### config.mk
export PLATFORM = sky130hd
export DESIGN_NAME = mem_stage
export DESIGN_NICKNAME = d
export VERILOG_FILES = /design/src/rtl/mem_stage_pkg.sv /design/src/rtl/mem_stage_load_ext.sv /design/src/rtl/mem_stage.sv
export SDC_FILE = /design/constraint.sdc
export NUM_CORES = 1
export LEC_CHECK = 0
export CAP_MARGIN = 10
export CORE_ASPECT_RATIO = 2
export CORE_UTILIZATION = 48
export CTS_BUF_LIST = sky130_fd_sc_hd__clkbuf_8
export DETAILED_ROUTE_END_ITERATION = 16
export PLACE_DENSITY_LB_ADDON = 0.25
export SKIP_LAST_GASP = 1
export SYNTH_ARGS = -nofsm -noshare
export SYNTH_HDL_FRONTEND = slang
export SYNTH_SLANG_ARGS = --single-unit
### constraint.sdc
create_clock -name clk_in -period 2.7 [get_ports clk_in]
set_input_delay 0.54 -clock clk_in [delete_from_list [all_inputs] [get_ports clk_in]]
set_output_delay 0.54 -clock clk_in [all_outputs]
set_load 0.005 [all_outputs]
### src/rtl/mem_stage_pkg.sv
// Shared opcode and FSM definitions for the memory-access stage.
// Opcodes outside the listed set are treated as NOP by every helper here.
package mem_stage_pkg;

    localparam logic [3:0] MEM_NOP = 4'd0;
    localparam logic [3:0] MEM_LB  = 4'd1;
    localparam logic [3:0] MEM_LH  = 4'd2;
    localparam logic [3:0] MEM_LW  = 4'd3;
    localparam logic [3:0] MEM_LBU = 4'd4;
    localparam logic [3:0] MEM_LHU = 4'd5;
    localparam logic [3:0] MEM_SB  = 4'd6;
    localparam logic [3:0] MEM_SH  = 4'd7;
    localparam logic [3:0] MEM_SW  = 4'd8;

    typedef enum logic [1:0] {
        S_IDLE = 2'd0,
        S_XFER = 2'd1,
        S_DONE = 2'd2
    } state_e;

    function automatic logic is_load(input logic [3:0] op);
        case (op)
            MEM_LB, MEM_LH, MEM_LW, MEM_LBU, MEM_LHU: is_load = 1'b1;
            default:                                  is_load = 1'b0;
        endcase
    endfunction

    function automatic logic is_store(input logic [3:0] op);
        case (op)
            MEM_SB, MEM_SH, MEM_SW: is_store = 1'b1;
            default:                is_store = 1'b0;
        endcase
    endfunction

    // Index of the final byte of the transfer (N-1).
    function automatic logic [1:0] last_idx(input logic [3:0] op);
        case (op)
            MEM_LB, MEM_LBU, MEM_SB: last_idx = 2'd0;
            MEM_LH, MEM_LHU, MEM_SH: last_idx = 2'd1;
            default:                 last_idx = 2'd3;
        endcase
    endfunction

endpackage

### src/rtl/mem_stage_load_ext.sv
// Sign/zero extension of an assembled little-endian load value.
// Word loads and stores pass the latched value through unchanged.
module mem_load_ext
    import mem_stage_pkg::*;
(
    input  logic [3:0]  op,
    input  logic [31:0] bytes_in,
    output logic [31:0] data_out
);

    always_comb begin
        data_out = bytes_in;
        case (op)
            MEM_LB:  data_out = {{24{bytes_in[7]}}, bytes_in[7:0]};
            MEM_LBU: data_out = {24'd0, bytes_in[7:0]};
            MEM_LH:  data_out = {{16{bytes_in[15]}}, bytes_in[15:0]};
            MEM_LHU: data_out = {16'd0, bytes_in[15:0]};
            default: ;
        endcase
    end

endmodule

### src/rtl/mem_stage.sv
// Memory-access pipeline stage: passes non-memory ops through and runs loads/stores
// as byte-serial little-endian transfers over an 8-bit req/ack controller port.
module mem_stage
    import mem_stage_pkg::*;
#(
    parameter int ADDR_W = 32,
    parameter int REGA_W = 32,
    parameter int DATA_W = 32
) (
    input  logic              clk_in,
    input  logic              rst_in,
    input  logic              rdy_in,
    input  logic              ex_we,
    input  logic [REGA_W-1:0] ex_w_addr,
    input  logic [DATA_W-1:0] ex_w_data,
    input  logic [3:0]        ex_mem_op,
    input  logic [ADDR_W-1:0] ex_mem_addr,
    output logic              mem_we,
    output logic [REGA_W-1:0] mem_w_addr,
    output logic [DATA_W-1:0] mem_w_data,
    output logic              busy_out,
    output logic              mc_req,
    output logic              mc_wr,
    output logic [ADDR_W-1:0] mc_addr,
    output logic [7:0]        mc_dout,
    input  logic              mc_ack,
    input  logic [7:0]        mc_din
);

    state_e            state_q, state_d;
    logic [1:0]        cnt_q, cnt_d;
    logic [3:0]        op_q, op_d;
    logic [ADDR_W-1:0] addr_q, addr_d;
    logic [DATA_W-1:0] data_q, data_d;
    logic              we_q, we_d;
    logic [REGA_W-1:0] waddr_q, waddr_d;
    logic [DATA_W-1:0] ext_data;
    logic              ex_is_mem;

    assign ex_is_mem = is_load(ex_mem_op) || is_store(ex_mem_op);

    mem_load_ext u_ext (
        .op       (op_q),
        .bytes_in (data_q),
        .data_out (ext_data)
    );

    always_comb begin
        state_d = state_q;
        cnt_d   = cnt_q;
        op_d    = op_q;
        addr_d  = addr_q;
        data_d  = data_q;
        we_d    = we_q;
        waddr_d = waddr_q;
        if (rdy_in) begin
            case (state_q)
                S_IDLE: if (ex_is_mem) begin
                    state_d = S_XFER;
                    cnt_d   = 2'd0;
                    op_d    = ex_mem_op;
                    addr_d  = ex_mem_addr;
                    data_d  = ex_w_data;
                    we_d    = ex_we;
                    waddr_d = ex_w_addr;
                end
                S_XFER: if (mc_ack) begin
                    // Load bytes overwrite the latched word in place; stores leave it intact.
                    if (is_load(op_q)) data_d[{cnt_q, 3'b000} +: 8] = mc_din;
                    cnt_d = cnt_q + 2'd1;
                    if (cnt_q == last_idx(op_q)) state_d = S_DONE;
                end
                default: state_d = S_IDLE;
            endcase
        end
    end

    always_ff @(posedge clk_in or negedge rst_in) begin
        if (!rst_in) begin
            state_q <= S_IDLE;
            cnt_q   <= '0;
            op_q    <= MEM_NOP;
            addr_q  <= '0;
            data_q  <= '0;
            we_q    <= 1'b0;
            waddr_q <= '0;
        end else begin
            state_q <= state_d;
            cnt_q   <= cnt_d;
            op_q    <= op_d;
            addr_q  <= addr_d;
            data_q  <= data_d;
            we_q    <= we_d;
            waddr_q <= waddr_d;
        end
    end

    // Outputs are held at zero while reset is asserted, even with live EX inputs.
    always_comb begin
        mem_we     = 1'b0;
        mem_w_addr = '0;
        mem_w_data = '0;
        busy_out   = 1'b0;
        mc_req     = 1'b0;
        mc_wr      = 1'b0;
        mc_addr    = '0;
        mc_dout    = '0;
        if (rst_in) begin
            case (state_q)
                S_IDLE: begin
                    if (ex_is_mem) begin
                        busy_out = 1'b1;
                    end else begin
                        mem_we     = ex_we;
                        mem_w_addr = ex_w_addr;
                        mem_w_data = ex_w_data;
                    end
                end
                S_XFER: begin
                    busy_out = 1'b1;
                    mc_req   = rdy_in;
                    mc_wr    = is_store(op_q);
                    mc_addr  = addr_q + ADDR_W'(cnt_q);
                    mc_dout  = data_q[{cnt_q, 3'b000} +: 8];
                end
                S_DONE: begin
                    mem_we     = we_q;
                    mem_w_addr = waddr_q;
                    mem_w_data = ext_data;
                end
                default: ;
            endcase
        end
    end

endmodule

==> results of run 1 <==
[kinds of logic (layout without fill, tap and decap cells)]
family | Yosys count | in the layout | synth area share, %
mux | 116 | 116 | 19.9
simple gates | 227 | 228 | 16.5
compound gates | 160 | 160 | 17.3
flops | 105 | 105 | 38.3
fa+ha+maj | 7 | 7 | 1.38
xor+xnor | 13 | 13 | 1.66
buf+inv | 80 | 419 | 5.03
[per-stage QoR]
stage | instance area, um2 | utilization (%) | setup TNS (ns) | instances
final | 11300 | 80.8 | -6.72 | 1237
after global routing | 11300 | 80.8 | -12.23 | 1237
after CTS | 10800 | 77.6 | -8.98 | 1219
after detailed placement | 9800 | 70.1 | -55.15 | 1146
after global placement | 9800 | 70.1 | -53.30 | 1146
after floorplan | 6870 | - | 0 | 708
[layout make-up]
class / count / area (um2) / area share [%]
multi-input cells: 524 / 4800 / 42.5
well taps: 189 / 236 / 2.09
flip-flops and latches: 105 / 2630 / 23.3
clock inverters: 7 / 70.1 / 0.621
clock buffers: 9 / 124 / 1.10
inverters: 29 / 109 / 0.964
repair buffers: 374 / 3320 / 29.4
[report_power, final]
part | total (mW) | internal, mW | switching, mW
sequential | 3.00 | 2.30 | 0.702
combinational | 5.46 | 2.78 | 2.68
clock | 1.00 | 0.428 | 0.577
total | 9.46 | 5.50 | 3.96
[final timing paths]
kind | startpoint | end | slack, ns | depth (start not counted)
max in group asynchronous | rst_in | state_q[1]$_DFFE_PN0P_ | 1.89 | 2
worst max register to register | cnt_q[0]$_DFFE_PN0P_ | data_q[4]$_DFFE_PN0P_ | 0.62 | 9
worst min register to register | waddr_q[28]$_DFFE_PN0P_ | waddr_q[28]$_DFFE_PN0P_ | 0.54 | 1
min in group clk_in | ex_mem_op[0] | op_q[3]$_DFFE_PN0P_ | 0.49 | 3
worst max-delay path | cnt_q[1]$_DFFE_PN0P_ | mc_addr[19] | -0.29 | 7
worst min-delay path | rst_in | addr_q[13]$_DFFE_PN0P_ | 0.23 | 2
[layout by cell type, fill, tap and decap left out, types with 4 or more instances in the layout]
cell type and n:
clkdlybuf4s50_1 112, dfrtp_1 103, buf_4 95, buf_2 89, mux2_2 83, nor2_1 71, a22oi_2 41, buf_6 40
inv_1 30, mux2i_1 25, nand2_1 23, buf_12 18, nand2_4 17, a22oi_1 17, nand3_1 15, a22o_1 15
a21oi_2 14, o31ai_2 12, a21oi_1 11, o21ai_0 11, o31ai_4 9, nor2b_1 9, or2_2 9, clkbuf_8 9
nor4_4 8, xnor2_1 8, mux4_2 8, dlygate4sd2_1 8, nand2_2 7, a21boi_0 7, nand4_1 6, or4_4 5
nor3_1 5, o31ai_1 5, dlymetal6s2s_1 5, nand2b_1 4, xor2_1 4, nand3_2 4, or4_1 4, ha_1 4
[cells in the mapped netlist (all sizes together), types with 7 or more instances]
cell type | instances | area share (%)
dfrtp | 105 | 38
mux2 | 83 | 14
nor2 | 74 | 4.0
a22oi | 58 | 6.3
nand2 | 48 | 2.6
inv | 29 | 1.6
buf | 27 | 2.1
a21oi | 26 | 2.0
o31ai | 26 | 3.0
mux2i | 25 | 3.6
clkbuf | 24 | 1.3
nand3 | 21 | 1.6
a22o | 15 | 1.9
nor2b | 13 | 1.2
nor4 | 13 | 1.4
o21ai | 12 | 0.87
or2 | 9 | 0.82
or4 | 9 | 0.98
xnor2 | 9 | 1.1
mux4 | 8 | 2.6
a21boi | 7 | 0.77
nor3 | 7 | 0.51
[worst max-delay path: cells and delay by family, from the launching register on]
family,cells,cell delay [ns]
simple gates,2,0.80
buf+inv,2,0.29
fa+ha+maj,1,0.30
compound gates,2,0.24
flops,1,0.44
[registers in the layout (all words and copies together) (netlist names)]
name	cells
addr_q	32
cnt_q	2
data_q	32
op_q	4
state_q	2
waddr_q	32
we_q	1
[per-layer routing]
metal | part of all wire (%) | global-route usage, % | vias up
li1 | - | - | 3266
met1 | 33 | 35.4 | 3711
met2 | 54 | 68.5 | 429
met3 | 5.7 | 6.13 | 143
met4 | 7.8 | 22.8 | 0
met5 | 0 | 0 | -
[repair_timing]
item | CTS | global route
endpoints found under the hold margin | 2 | 0
gates resized for setup | 544 | 89
buffers inserted | 54 | 24
hold buffers | 1 | 0
pin swaps | 63 | 31
gates cloned | 6 | 2
endpoints found under the setup margin | 105 | 100
==> metrics.log, run 1 <==
INFO  metric run_status = finished, violations left
INFO  metric violations = setup timing
INFO  metric nets = approximately 1200
INFO  metric worst_setup_path_start_kind = flip-flop
INFO  metric first_global_vias = 7874
INFO  metric p_leak = ~5.0 nW
INFO  metric grt_setup_unrepaired = true
INFO  metric yosys_warnings = 0
INFO  metric power.density = around 840 nW/um2
INFO  metric critical_path.cell_chain = ha_4 -> a21oi_4 -> or3_4 -> buf_6 -> or4_1 -> a21oi_1 -> buf_2
INFO  metric tritoncts.num_buffers = 9
INFO  metric cts_tree = built
INFO  metric die_area = ~15000 um2
INFO  metric detail_route.first_pass.iterations = 5
INFO  metric final_layout_size_suffix_gt1_share = between 40 and 50%
INFO  metric slowest_delay = 0.44 ns
INFO  metric yosys_register_bits = approximately 110
INFO  metric netlist-cell-type-count = 55
INFO  metric gp_routability_congestion = approximately 0.95
INFO  metric final_antenna_net_count = 0
INFO  metric number_of_synthesized_flops_with_an_enable_pin = 0
INFO  metric ys_async_sr_fraction = 100%
INFO  metric clockRootBuffer = clkbuf_8
INFO  metric yosys_most_used_dff = dfrtp_1
INFO  metric detailedRoute.firstIterationViolations = 505
INFO  metric timing.final.setup_violations = between 70 and 80
INFO  metric maximum_root_to_sink_buffer_count = 2
INFO  metric timing.final.crit_period = around 3 ns
INFO  metric fp.dieW = about 87 um
INFO  metric io_buffer_count = 220
INFO  metric cell_with_the_largest_stage_delay_on_the_worst_path = dfrtp_1
INFO  metric coreArea = between 10000 and 15000 um2
INFO  metric timing.hold.worst.class = in -> async
INFO  metric detailedPlacementHpwl = around 18000 um
INFO  metric finalCritPeriodShare = 111%
INFO  metric yosysSeqAreaShare = a little under two fifths
INFO  metric arrival_time_reported_for_the_critical_path_endpoint = between 2 and 2.5 ns
INFO  metric clock-sinks = roughly 110
INFO  metric endpoint_kind = output pin
INFO  metric pre_cts_ws = -0.866 ns
INFO  metric max_slew.worst_pin.slew = just over 0.6 ns
INFO  metric critical_path_class = reg -> out
INFO  metric antenna_found_initial = 0
INFO  metric boundaryPins = 221
INFO  metric synthesis.area_per_instance = 9.70 um2
INFO  metric insertion_delay = 0.37 ns
INFO  metric area_delta_synth_final = 64.4%
INFO  metric synth.net_count = just over 800
INFO  metric ir_drop = between 0.0004 and 0.0005 V
INFO  metric initial_utilization = 49.2%
INFO  metric cts-htree-levels = 3
INFO  metric globalRouteTotalUtil = 36.2%
INFO  metric setup_ws = -0.290 ns
INFO  metric antennaDiodeCount = 0
INFO  metric netlist_instances = between 700 and 800
INFO  metric dieHeight = around 170 um
INFO  metric synth.cell_area = around 6900 um2
INFO  metric grt_max_degree = 50
INFO  metric required = between 2 and 2.5 ns
INFO  metric crit_fanout = 5
INFO  metric wl = between 20000 and 30000 um
INFO  metric finClkSkew = between 0.01 and 0.015 ns
INFO  metric cts.clk_slew.worst_paths = about 0.11 ns
INFO  metric drc_markers = 0
INFO  metric report.power.total = between 9 and 10 mW
INFO  metric via_per_inst = a little over 6
INFO  metric whs = 0.233 ns
INFO  metric avgRoutedWirePerCell = between 20 and 25 um
INFO  metric grt_pass1_wl = a little over 40000 um
INFO  metric n_fill_cell = between 800 and 900
INFO  metric max-cap-violations = 0
INFO  metric route.vias.total = around 7500
INFO  metric headroom_to_the_max_slew_limit = between 50% and 60%
INFO  metric hold_viol = 0
INFO  metric global_route.overflow_total = 0
INFO  metric max_clock_freq = about 0.33 GHz
INFO  metric slew_viol_final = 0
INFO  metric num_rows = 61
No activity file was read; power rests on OpenSTA's default activity.
==> inputs of run 2 (changes only) <==
SLEW_MARGIN = 20   (was default)
==> results of run 2 <==
Same layout as run 1: the final DEF is identical, and so are final timing and power.
==> inputs of run 3 (changes only) <==
CTS_CLUSTER_DIAMETER = 40   (was default)
HOLD_SLACK_MARGIN = 0.08   (was default)
PLACE_DENSITY = 0.9   (was default)
PLACE_DENSITY_LB_ADDON = default   (was 0.25)
==> metrics.log, run 3 (synthesis gave the netlist of run 1 again) <==
INFO  metric run_status = finished, violations left
INFO  metric violations = setup timing
INFO  metric critical_path.cell_chain = ha_2 -> buf_4 -> a21oi_4 -> or4_4 -> buf_6 -> nor4_4 -> mux2i_1 -> buf_2
INFO  metric initial_utilization = 49.2% (unchanged)
INFO  metric max-cap-violations = 0 (unchanged)
INFO  metric cts_tree = built
INFO  metric r2r_cells = 7 (-2)
INFO  metric wl = 28900 um (+5.0%)
INFO  metric finClkSkew = 0.0213 ns (+0.00876 ns)
INFO  metric num_rows = 61 (unchanged)
INFO  metric die_area = 14800 um2 (unchanged)
INFO  metric grt_setup_unrepaired = true
INFO  metric antenna_found_initial = 0 (unchanged)
INFO  metric critical_path.reg2reg.endpoint = data_q[0]$_DFFE_PN0P_
INFO  metric insertion_delay = 0.38 ns (about the same)
INFO  metric hold_viol = 0 (unchanged)
INFO  metric final_common_cell = clkdlybuf4s50_1
INFO  metric reg_top3 = addr_q x32, data_q x32, waddr_q x32
INFO  metric via_per_inst = 6.36 (+4.3%)
INFO  metric detail_route.first_pass.iterations = 5 (unchanged)
INFO  metric slowest_delay = 0.53 ns (+0.09 ns)
INFO  metric headroom_to_the_max_slew_limit = 44.3% (-15 points)
INFO  metric setup_ws = -0.237 ns (+0.0529 ns)
INFO  metric gp_routability_congestion = 0.910 (-4.2%)
INFO  metric post_cts_hold_buffer_count = 0 (-1)
INFO  metric power.density = 848 nW/um2 (+1.2%)
INFO  metric boundaryPins = 221 (unchanged)
INFO  metric area_delta_synth_final = 62.7%
INFO  metric dieHeight = 171 um (unchanged)
INFO  metric cts.clk_slew.worst_paths = 0.10 ns (about the same)
INFO  metric cts-htree-levels = 3 (unchanged)
INFO  metric n_fill_cell = 753 (-9.2%)
INFO  metric utilization = 80.0% (-0.83 points)
INFO  metric pre_cts_ws = -0.887 ns (-0.0210 ns)
INFO  metric clock-sinks = 105 (unchanged)
INFO  metric design_area = 11200 um2 (-1.0%)
INFO  metric crit_fanout = 3 (-2)
INFO  metric detailedRoute.firstIterationViolations = 485 (-4.0%)
INFO  metric clockRootBuffer = clkbuf_8
INFO  metric tritoncts.num_buffers = 9 (unchanged)
INFO  metric final_cell_mix = 118 x clkdlybuf4s50_1, 105 x dfrtp_1, 83 x mux2_2, 82 x buf_2, 74 x buf_4
INFO  metric drc_markers = 0 (unchanged)
INFO  metric ir_drop = 0.000711 V (+43%)
INFO  metric finalCritPeriodShare = 109% (-2.0 points)
INFO  metric worst_setup_path_start_kind = flip-flop
INFO  metric endpoint_kind = output pin
INFO  metric avgRoutedWirePerCell = 24.1 um (+8.2%)
INFO  metric final_layout_size_suffix_gt1_share = 47.9% (-1.4 points)
INFO  metric max_clock_freq = 0.340 GHz (+1.8%)
INFO  metric arrival_time_reported_for_the_critical_path_endpoint = 2.40 ns (-0.05 ns)
INFO  metric slew_viol_final = 0 (unchanged)
INFO  metric fp.dieW = 86.6 um (unchanged)
INFO  metric maximum_root_to_sink_buffer_count = 2 (unchanged)
INFO  metric io_buffer_count = 220 (unchanged)
INFO  metric grt_max_degree = 61 (+22%)
INFO  metric detailed_place.area = 9740 um2 (-0.56%)
INFO  metric grt_pass1_wl = 40600 um (-0.69%)
INFO  metric antennaDiodeCount = 0 (unchanged)
INFO  metric first_global_vias = 7698 (-2.2%)
INFO  metric cell_with_the_largest_stage_delay_on_the_worst_path = or4_4
INFO  metric final_antenna_net_count = 0 (unchanged)
INFO  metric required = 2.16 ns (about the same)
INFO  metric setup.reg_to_reg.worst_slack = 0.48 ns (-0.14 ns)
INFO  metric critical_path_class = reg -> out
INFO  metric global_route.overflow_total = 0 (unchanged)
INFO  metric p_leak = 4.88 nW (-2.9%)
INFO  metric timing.final.setup_violations = 94 (+32%)
INFO  metric rr_startpoint = cnt_q[0]$_DFFE_PN0P_
INFO  metric route.vias.total = 7635 (+1.1%)
INFO  metric coreArea = 14000 um2 (unchanged)
INFO  metric globalRouteTotalUtil = 36.0% (-0.21 points)
INFO  metric max_slew.worst_pin.slew = 0.836 ns (+0.218 ns)
INFO  metric detailedPlacementHpwl = 16400 um (-6.3%)
INFO  metric timing.hold.worst.class = in -> async
INFO  metric nets = 1126 (-3.2%)
INFO  metric timing.final.crit_period = 2.94 ns (-0.0529 ns)
run 3: layer usage:
| layer | wire [um] | GRT usage, % |
|---|---|---|
| met2 | 15100 | 65.0 |
| met4 | 2090 | 23.2 |
| met3 | 2370 | 7.53 |
| met5 | 0 | 0 |
| met1 | 9370 | 36.8 |
run 3: area by class of cell:
cell class	count	area (um2)	area share (%)
multi-input combinational	523	4900	43.9
timing repair buffer	338	3110	27.8
sequential	105	2630	23.5
tap	189	236	2.12
clock buffer	9	124	1.11
inverter	29	109	0.974
clock inverter	7	65.1	0.582
run 3: timing repair:
item	CTS	global route
resized for setup	498	119
cloned	8	0
setup endpoints to repair	105	103
buffers inserted	37	9
pin swaps	54	28
run 3: through the flow:
stage	hold slack, ns	std cells	power [mW]	TNS [ns]
final	0.208	1200	9.48	-8.34
after global routing	0.208	1200	9.90	-13.55
after CTS	0.196	1198	8.80	-8.51
after detailed placement	0.493	1138	7.29	-63.08
after global placement	0.487	1138	7.11	-53.54
after floorplan	0.244	708	5.34	0
run 3: power breakdown:
group          switching (mW)  leakage, nW  internal (mW)
Combinational            2.86         3.48           2.71
Clock                   0.595       0.0959          0.354
Sequential              0.665         1.30           2.29
Total                    4.12         4.88           5.36
run 3: worst max path at each step:
| stage | slack [ns] | cells past startpoint | to | start |
|---|---|---|---|---|
| floorplan | 0.16 | 6 | mem_w_data[21] | ex_mem_op[0] |
| global placement | -0.81 | 7 | mem_w_addr[23] | ex_mem_op[0] |
| detailed placement | -0.89 | 7 | mem_w_data[30] | ex_mem_op[0] |
| CTS | -0.24 | 8 | mc_addr[14] | addr_q[0]$_DFFE_PN0P_ |
| global route | -0.34 | 8 | mc_addr[20] | addr_q[0]$_DFFE_PN0P_ |
| finish | -0.24 | 8 | mc_addr[25] | addr_q[0]$_DFFE_PN0P_ |
run 3: critical path, delay by kind of cell (launching register included):
| family | cells | cell delay (ns) |
|---|---|---|
| buffers and inverters | 3 | 0.44 |
| muxes | 1 | 0.25 |
| adders and majority gates | 1 | 0.21 |
| AOI/OAI and AO/OA | 1 | 0.06 |
| DFF | 1 | 0.38 |
| and+or+nand+nor | 2 | 0.71 |
